$ cat src/rtl/deserialize_if.sv
// Serial-link bundle between the ciphertext transmitter (master) and the deserializer (slave).
// The master drives the serial bit and its framing flags; the slave returns the rebuilt word.
interface deserialize_if #(
    parameter int unsigned MSG_SIZE = 512
);
    logic                serial_in;
    logic                serial_start;
    logic                serial_end;
    logic [MSG_SIZE-1:0] ciphertext;
    logic                data_valid;
    logic                busy;
    logic                frame_err;

    modport master (
        output serial_in,
        output serial_start,
        output serial_end,
        input  ciphertext,
        input  data_valid,
        input  busy,
        input  frame_err
    );

    modport slave (
        input  serial_in,
        input  serial_start,
        input  serial_end,
        output ciphertext,
        output data_valid,
        output busy,
        output frame_err
    );
endinterface

$ cat src/rtl/deserialize.sv
// Rebuilds an MSB-first serial ciphertext frame into a MSG_SIZE-bit word.
// Optional framing checks are enabled by defining DESER_FRAME_CHECK_EN.
module deserialize #(
    parameter int unsigned MSG_SIZE = 512
) (
    input logic         iClk,
    input logic         iRst,
    deserialize_if.slave bus
);
    localparam int unsigned CntW = $clog2(MSG_SIZE + 1);
    localparam logic [CntW-1:0] LastCnt = CntW'(MSG_SIZE - 1);

    typedef enum logic [1:0] {
        StIdle,
        StShift,
        StHold
    } state_e;

    state_e              state_q, state_d;
    logic [CntW-1:0]     cnt_q, cnt_d;
    // Only MSG_SIZE-1 bits are stored; the final bit joins them on the completing edge.
    logic [MSG_SIZE-2:0] sreg_q, sreg_d;
    logic [MSG_SIZE-1:0] ct_q, ct_d;
    logic                valid_q, valid_d;
    logic                err_q, err_d;
    logic [MSG_SIZE-1:0] shifted;

    assign shifted = {sreg_q, bus.serial_in};

    always_ff @(posedge iClk) begin
        if (iRst) begin
            state_q <= StIdle;
            cnt_q   <= '0;
            sreg_q  <= '0;
            ct_q    <= '0;
            valid_q <= 1'b0;
            err_q   <= 1'b0;
        end else begin
            state_q <= state_d;
            cnt_q   <= cnt_d;
            sreg_q  <= sreg_d;
            ct_q    <= ct_d;
            valid_q <= valid_d;
            err_q   <= err_d;
        end
    end

    always_comb begin
        state_d = state_q;
        cnt_d   = cnt_q;
        sreg_d  = sreg_q;
        ct_d    = ct_q;
        valid_d = 1'b0;
        err_d   = 1'b0;
        case (state_q)
            StIdle: begin
                if (bus.serial_start) begin
                    sreg_d  = shifted[MSG_SIZE-2:0];
                    cnt_d   = CntW'(1);
                    state_d = StShift;
`ifdef DESER_FRAME_CHECK_EN
                    // End on the very first bit is always premature (MSG_SIZE >= 2).
                    if (bus.serial_end) begin
                        err_d   = 1'b1;
                        cnt_d   = '0;
                        state_d = StHold;
                    end
`endif
                end
            end
            StShift: begin
                if (!bus.serial_start) begin
                    sreg_d  = '0;
                    cnt_d   = '0;
                    state_d = StIdle;
`ifdef DESER_FRAME_CHECK_EN
                    err_d   = 1'b1;
`endif
                end else if (cnt_q == LastCnt) begin
                    sreg_d  = shifted[MSG_SIZE-2:0];
                    cnt_d   = '0;
                    state_d = StHold;
`ifdef DESER_FRAME_CHECK_EN
                    if (bus.serial_end) begin
                        ct_d    = shifted;
                        valid_d = 1'b1;
                    end else begin
                        err_d   = 1'b1;
                    end
`else
                    ct_d    = shifted;
                    valid_d = 1'b1;
`endif
                end else begin
                    sreg_d = shifted[MSG_SIZE-2:0];
                    cnt_d  = cnt_q + CntW'(1);
`ifdef DESER_FRAME_CHECK_EN
                    if (bus.serial_end) begin
                        err_d   = 1'b1;
                        cnt_d   = '0;
                        state_d = StHold;
                    end
`endif
                end
            end
            StHold: begin
                // Transmitter keeps start high after a frame; wait for it to drop.
                if (!bus.serial_start) begin
                    state_d = StIdle;
                end
            end
            default: begin
                state_d = StIdle;
            end
        endcase
    end

    assign bus.ciphertext = ct_q;
    assign bus.data_valid = valid_q;
    assign bus.busy       = (state_q == StShift);

`ifdef DESER_FRAME_CHECK_EN
    assign bus.frame_err  = err_q;
`else
    logic unused_end;
    logic unused_err;
    assign unused_end     = bus.serial_end;
    assign unused_err     = err_q;
    assign bus.frame_err  = 1'b0;
`endif
endmodule

$ cat src/flat_wrapper.sv
// flat-port wrapper written by rule: the top's interface ports become plain ports
module deserialize_flat 
#(
    parameter int unsigned MSG_SIZE = 512
)
  (iClk, iRst, bus_serial_in, bus_serial_start, bus_serial_end, bus_ciphertext, bus_data_valid, bus_busy, bus_frame_err);
  deserialize_if #(.MSG_SIZE(MSG_SIZE)) bus_i ();
  input logic iClk;
  input logic iRst;
  input wire logic [$bits(bus_i.serial_in)-1:0] bus_serial_in;
  input wire logic [$bits(bus_i.serial_start)-1:0] bus_serial_start;
  input wire logic [$bits(bus_i.serial_end)-1:0] bus_serial_end;
  output wire logic [$bits(bus_i.ciphertext)-1:0] bus_ciphertext;
  output wire logic [$bits(bus_i.data_valid)-1:0] bus_data_valid;
  output wire logic [$bits(bus_i.busy)-1:0] bus_busy;
  output wire logic [$bits(bus_i.frame_err)-1:0] bus_frame_err;
  assign bus_i.serial_in = bus_serial_in;
  assign bus_i.serial_start = bus_serial_start;
  assign bus_i.serial_end = bus_serial_end;
  assign bus_ciphertext = bus_i.ciphertext;
  assign bus_data_valid = bus_i.data_valid;
  assign bus_busy = bus_i.busy;
  assign bus_frame_err = bus_i.frame_err;
  deserialize #(.MSG_SIZE(MSG_SIZE)) u_core (.iClk(iClk), .iRst(iRst), .bus(bus_i));
endmodule
$ cat config.mk
export PLATFORM = sky130hd
export DESIGN_NAME = deserialize_flat
export DESIGN_NICKNAME = d
export VERILOG_FILES = /design/src/rtl/deserialize_if.sv /design/src/rtl/deserialize.sv /design/src/flat_wrapper.sv
export SDC_FILE = /design/constraint.sdc
export NUM_CORES = 2
export LEC_CHECK = 0
export CELL_PAD_IN_SITES_DETAIL_PLACEMENT = 1
export CELL_PAD_IN_SITES_GLOBAL_PLACEMENT = 1
export CORE_MARGIN = 2
export CORE_UTILIZATION = 35
export CTS_CLUSTER_DIAMETER = 50
export DETAILED_ROUTE_END_ITERATION = 16
export PLACE_DENSITY = 0.79
export SLEW_MARGIN = 20
export SYNTH_ARGS = -nofsm -noshare
export SYNTH_HDL_FRONTEND = slang
export SYNTH_SLANG_ARGS = --single-unit
$ cat constraint.sdc
create_clock -name iClk -period 3 [get_ports iClk]
set_input_delay 0.75 -clock iClk [delete_from_list [all_inputs] [get_ports iClk]]
set_output_delay 0.75 -clock iClk [all_outputs]
set_load 0.05 [all_outputs]
==> flow_metrics.py <==
metrics = {
    "outcome": {
        "status": "finished clean",
    },
    "route": {
        "wirelength_mm": 92.8,
        "dr_total_vias": 23655,
        "drc": 0,
        "post_drt_wl_per_cell_um": 19.6,
        "ant_nets": 0,
        "firstDrtPassIters": 5,
        "dr.first_iter.drc_count": 1217,
        "viasPerCell": 4.99,
    },
    "setup_path": {
        "crit_required_ns": 2.25,
        "cp_top_family": "buffers and inverters",
        "crit_start": "u_core.bus.ciphertext[500]",
        "cp_slowest_cell": "clkdlybuf4s50_1",
        "crit_path_cell_trace": "clkdlybuf4s50_1",
        "reg2reg_slack_ns": 0.50,
        "cp-end-kind": "output port",
        "worstSetupPathType": "flop to output port",
        "cp.buffers_inverters": 1,
        "r2r_start": "u_core.cnt_q[0]",
        "cp-start-kind": "flop",
        "cp_slowest_stage_delay_ns": 0.89,
        "critPathMaxFanout": 2,
        "cp.arrival_ns": 1.96,
    },
    "grt": {
        "track_usage_pct": 17.8,
        "gr-total-overflow": 0,
        "grt_pass1_wl_mm": 145,
        "grt_max_degree": 133,
        "antenna_found_initial": 1,
        "grt_pass1_vias": 24660,
    },
    "clock_network": {
        "numCtsBuffers": 111,
        "clockBufferDepth": 3,
        "hold_buffers": 0,
        "ctsResizeCount": 1,
        "clk_pin_slew_ns": 0.06,
        "clock_sinks": 1036,
        "cts_root_buf": "clkbuf_16",
        "post_cts_buffers": 0,
        "htree_levels": 3,
        "cts_tree": "done",
        "clk_latency_ns": 0.68,
    },
    "layout": {
        "fillCellCount": 10209,
        "instances_no_fill": 4737,
        "drive_gt1_share_pct": 8.38,
        "layout.nets": 3362,
        "area_growth_pct": 29.2,
    },
    "logic_synthesis": {
        "synthArstFlopShare_pct": 0,
        "ys_top_cells_by_area": "dfxtp_1 60%, mux2i_1 15%, a22o_1 13%",
        "yosysMostFrequentCell": "dfxtp_1",
        "synth_commonest_cells": "1036 x dfxtp_1, 525 x nor2_1, 512 x mux2i_1, 510 x a22o_1, 102 x clkbuf_1",
        "synth-seq-area-share_pct": 60.2,
        "syn-cell-area_um2": 34500,
        "synth_edf_count": 0,
        "syn_avg_cell_area_um2": 12.0,
        "synthCells": 2862,
        "yosysTopAreaCell": "dfxtp_1",
        "synth.top_cell.area_share_pct": 60.2,
        "yosys_warnings": 0,
        "ys_ff_latch": 1036,
        "ys_types": 35,
        "ys.flop_type": "dfxtp_1",
        "synth.net_count": 2868,
    },
    "pwr": {
        "power.density_nw_per_um2": 641,
        "power.leakage_uw": 0.0157,
        "max-vdd-ir-drop_mv": 0.430,
    },
    "timing": {
        "worst_pin_slew_ns": 0.675,
        "finalHoldViolations": 0,
        "rsz0062_at_grt": "false",
        "min_period_over_period_pct": 90.2,
        "period_needed_ns": 2.71,
        "hold_slack_ns": 0.471,
        "skew_ns": 0.0201,
        "slew_violations": 0,
        "setup_viol": 0,
        "max_freq_ghz": 0.370,
        "tns_ns": 0,
        "maxSlewHeadroom_pct": 55.0,
    },
    "placement": {
        "place.detailed.hpwl_mm": 60.3,
        "place_congestion": 0.759,
        "dp_cells": 4530,
        "io_buffers": 517,
    },
    "floorplan": {
        "io_pins": 520,
        "core.rowCount": 115,
        "initial_core_util_pct": 35.2,
        "die_w_um": 318,
        "die_y_um": 318,
        "coreArea_um2": 98000,
        "dieArea_um2": 101000,
    },
    "flow_run": {
        "cap_violations": 0,
    },
    "min_path": {
        "min_path_type": "primary input to flop",
        "hold_start": "iRst",
    },
}
[kinds of logic after synthesis]
family,Yosys count,synth area share [%]
mux,512,14.9
simple gates,551,6.18
flops,1036,60.2
buf+inv,231,5.32
fa+ha+maj,1,0.0363
compound gates,525,13.3
other cells,1,0.0109
xor+xnor,5,0.127
[sequential cells by signal, summed over array words and instances (netlist names)]
register               cells
u_core.bus.data_valid      1
u_core.state_q             2
u_core.bus.ciphertext    512
u_core.cnt_q              10
u_core.sreg_q            511
[metal layers]
metal / up-vias / global-route usage, % / part of all wire (%)
met5: - / 0 / 0.014
met4: 2 / 6.85 / 3.5
met3: 167 / 4.08 / 4.3
met2: 481 / 30.5 / 49
met1: 11834 / 21.6 / 43
li1: 11171 / - / -
[area by class of cell]
class                           instances  area, um2  area share [%]
Antenna cell                            1       2.50         0.00562
Clock buffer                          153       3220            7.23
Clock inverter                         53        712            1.60
Inverter                                2       7.51          0.0169
Multi-Input combinational cell       1595      11900            26.7
Sequential cell                      1036      20700            46.6
Tap cell                             1287       1610            3.62
Timing Repair Buffer                  610       6310            14.2
[per-stage QoR]
step,setup WS (ns),total power [uW],util (%),instance area [um2]
after floorplan,0.936,14400,-,34500
after global placement,0.00394,14600,41.4,40600
after detailed placement,-0.0892,14600,41.4,40600
after CTS,0.231,28900,45.4,44500
after global routing,0.228,29500,45.4,44500
final,0.295,28500,45.4,44500
[final timing paths]
check | endpoint | cells after the start
max | bus_ciphertext[500] | 1
min | u_core.bus.ciphertext[223] | 2
max reg2reg | u_core.bus.ciphertext[35] | 8
min reg2reg | u_core.sreg_q[510] | 1
[layout by cell type (no fill, tap or decap), drive strengths merged]
cell / count
nor3: 4
ha: 1
conb: 1
clkinv: 24
mux2i: 512
a21oi: 4
nor2: 525
nor4: 2
clkinvlp: 12
a22o: 510
o21ai: 3
clkdlybuf4s50: 515
a31oi: 1
clkbuf: 153
buf: 94
o21ba: 1
bufinv: 11
and3: 1
a22oi: 1
nand2b: 2
dfxtp: 1036
nand3b: 2
o31a: 2
diode: 1
xor2: 2
nand2: 4
nand3: 4
xnor2: 3
inv: 8
dlygate4sd2: 1
o21a: 1
nor2b: 3
nand4: 4
o21bai: 1
a21boi: 1
[where the power goes]
group,switching [uW],leakage (uW),total [uW],internal (uW)
clock network,5740,0.00189,14300,8520
logic,393,0.00547,504,111
registers,4.42,0.00834,13800,13800
total,6140,0.0157,28500,22400
No activity file was read; power rests on OpenSTA's default activity.
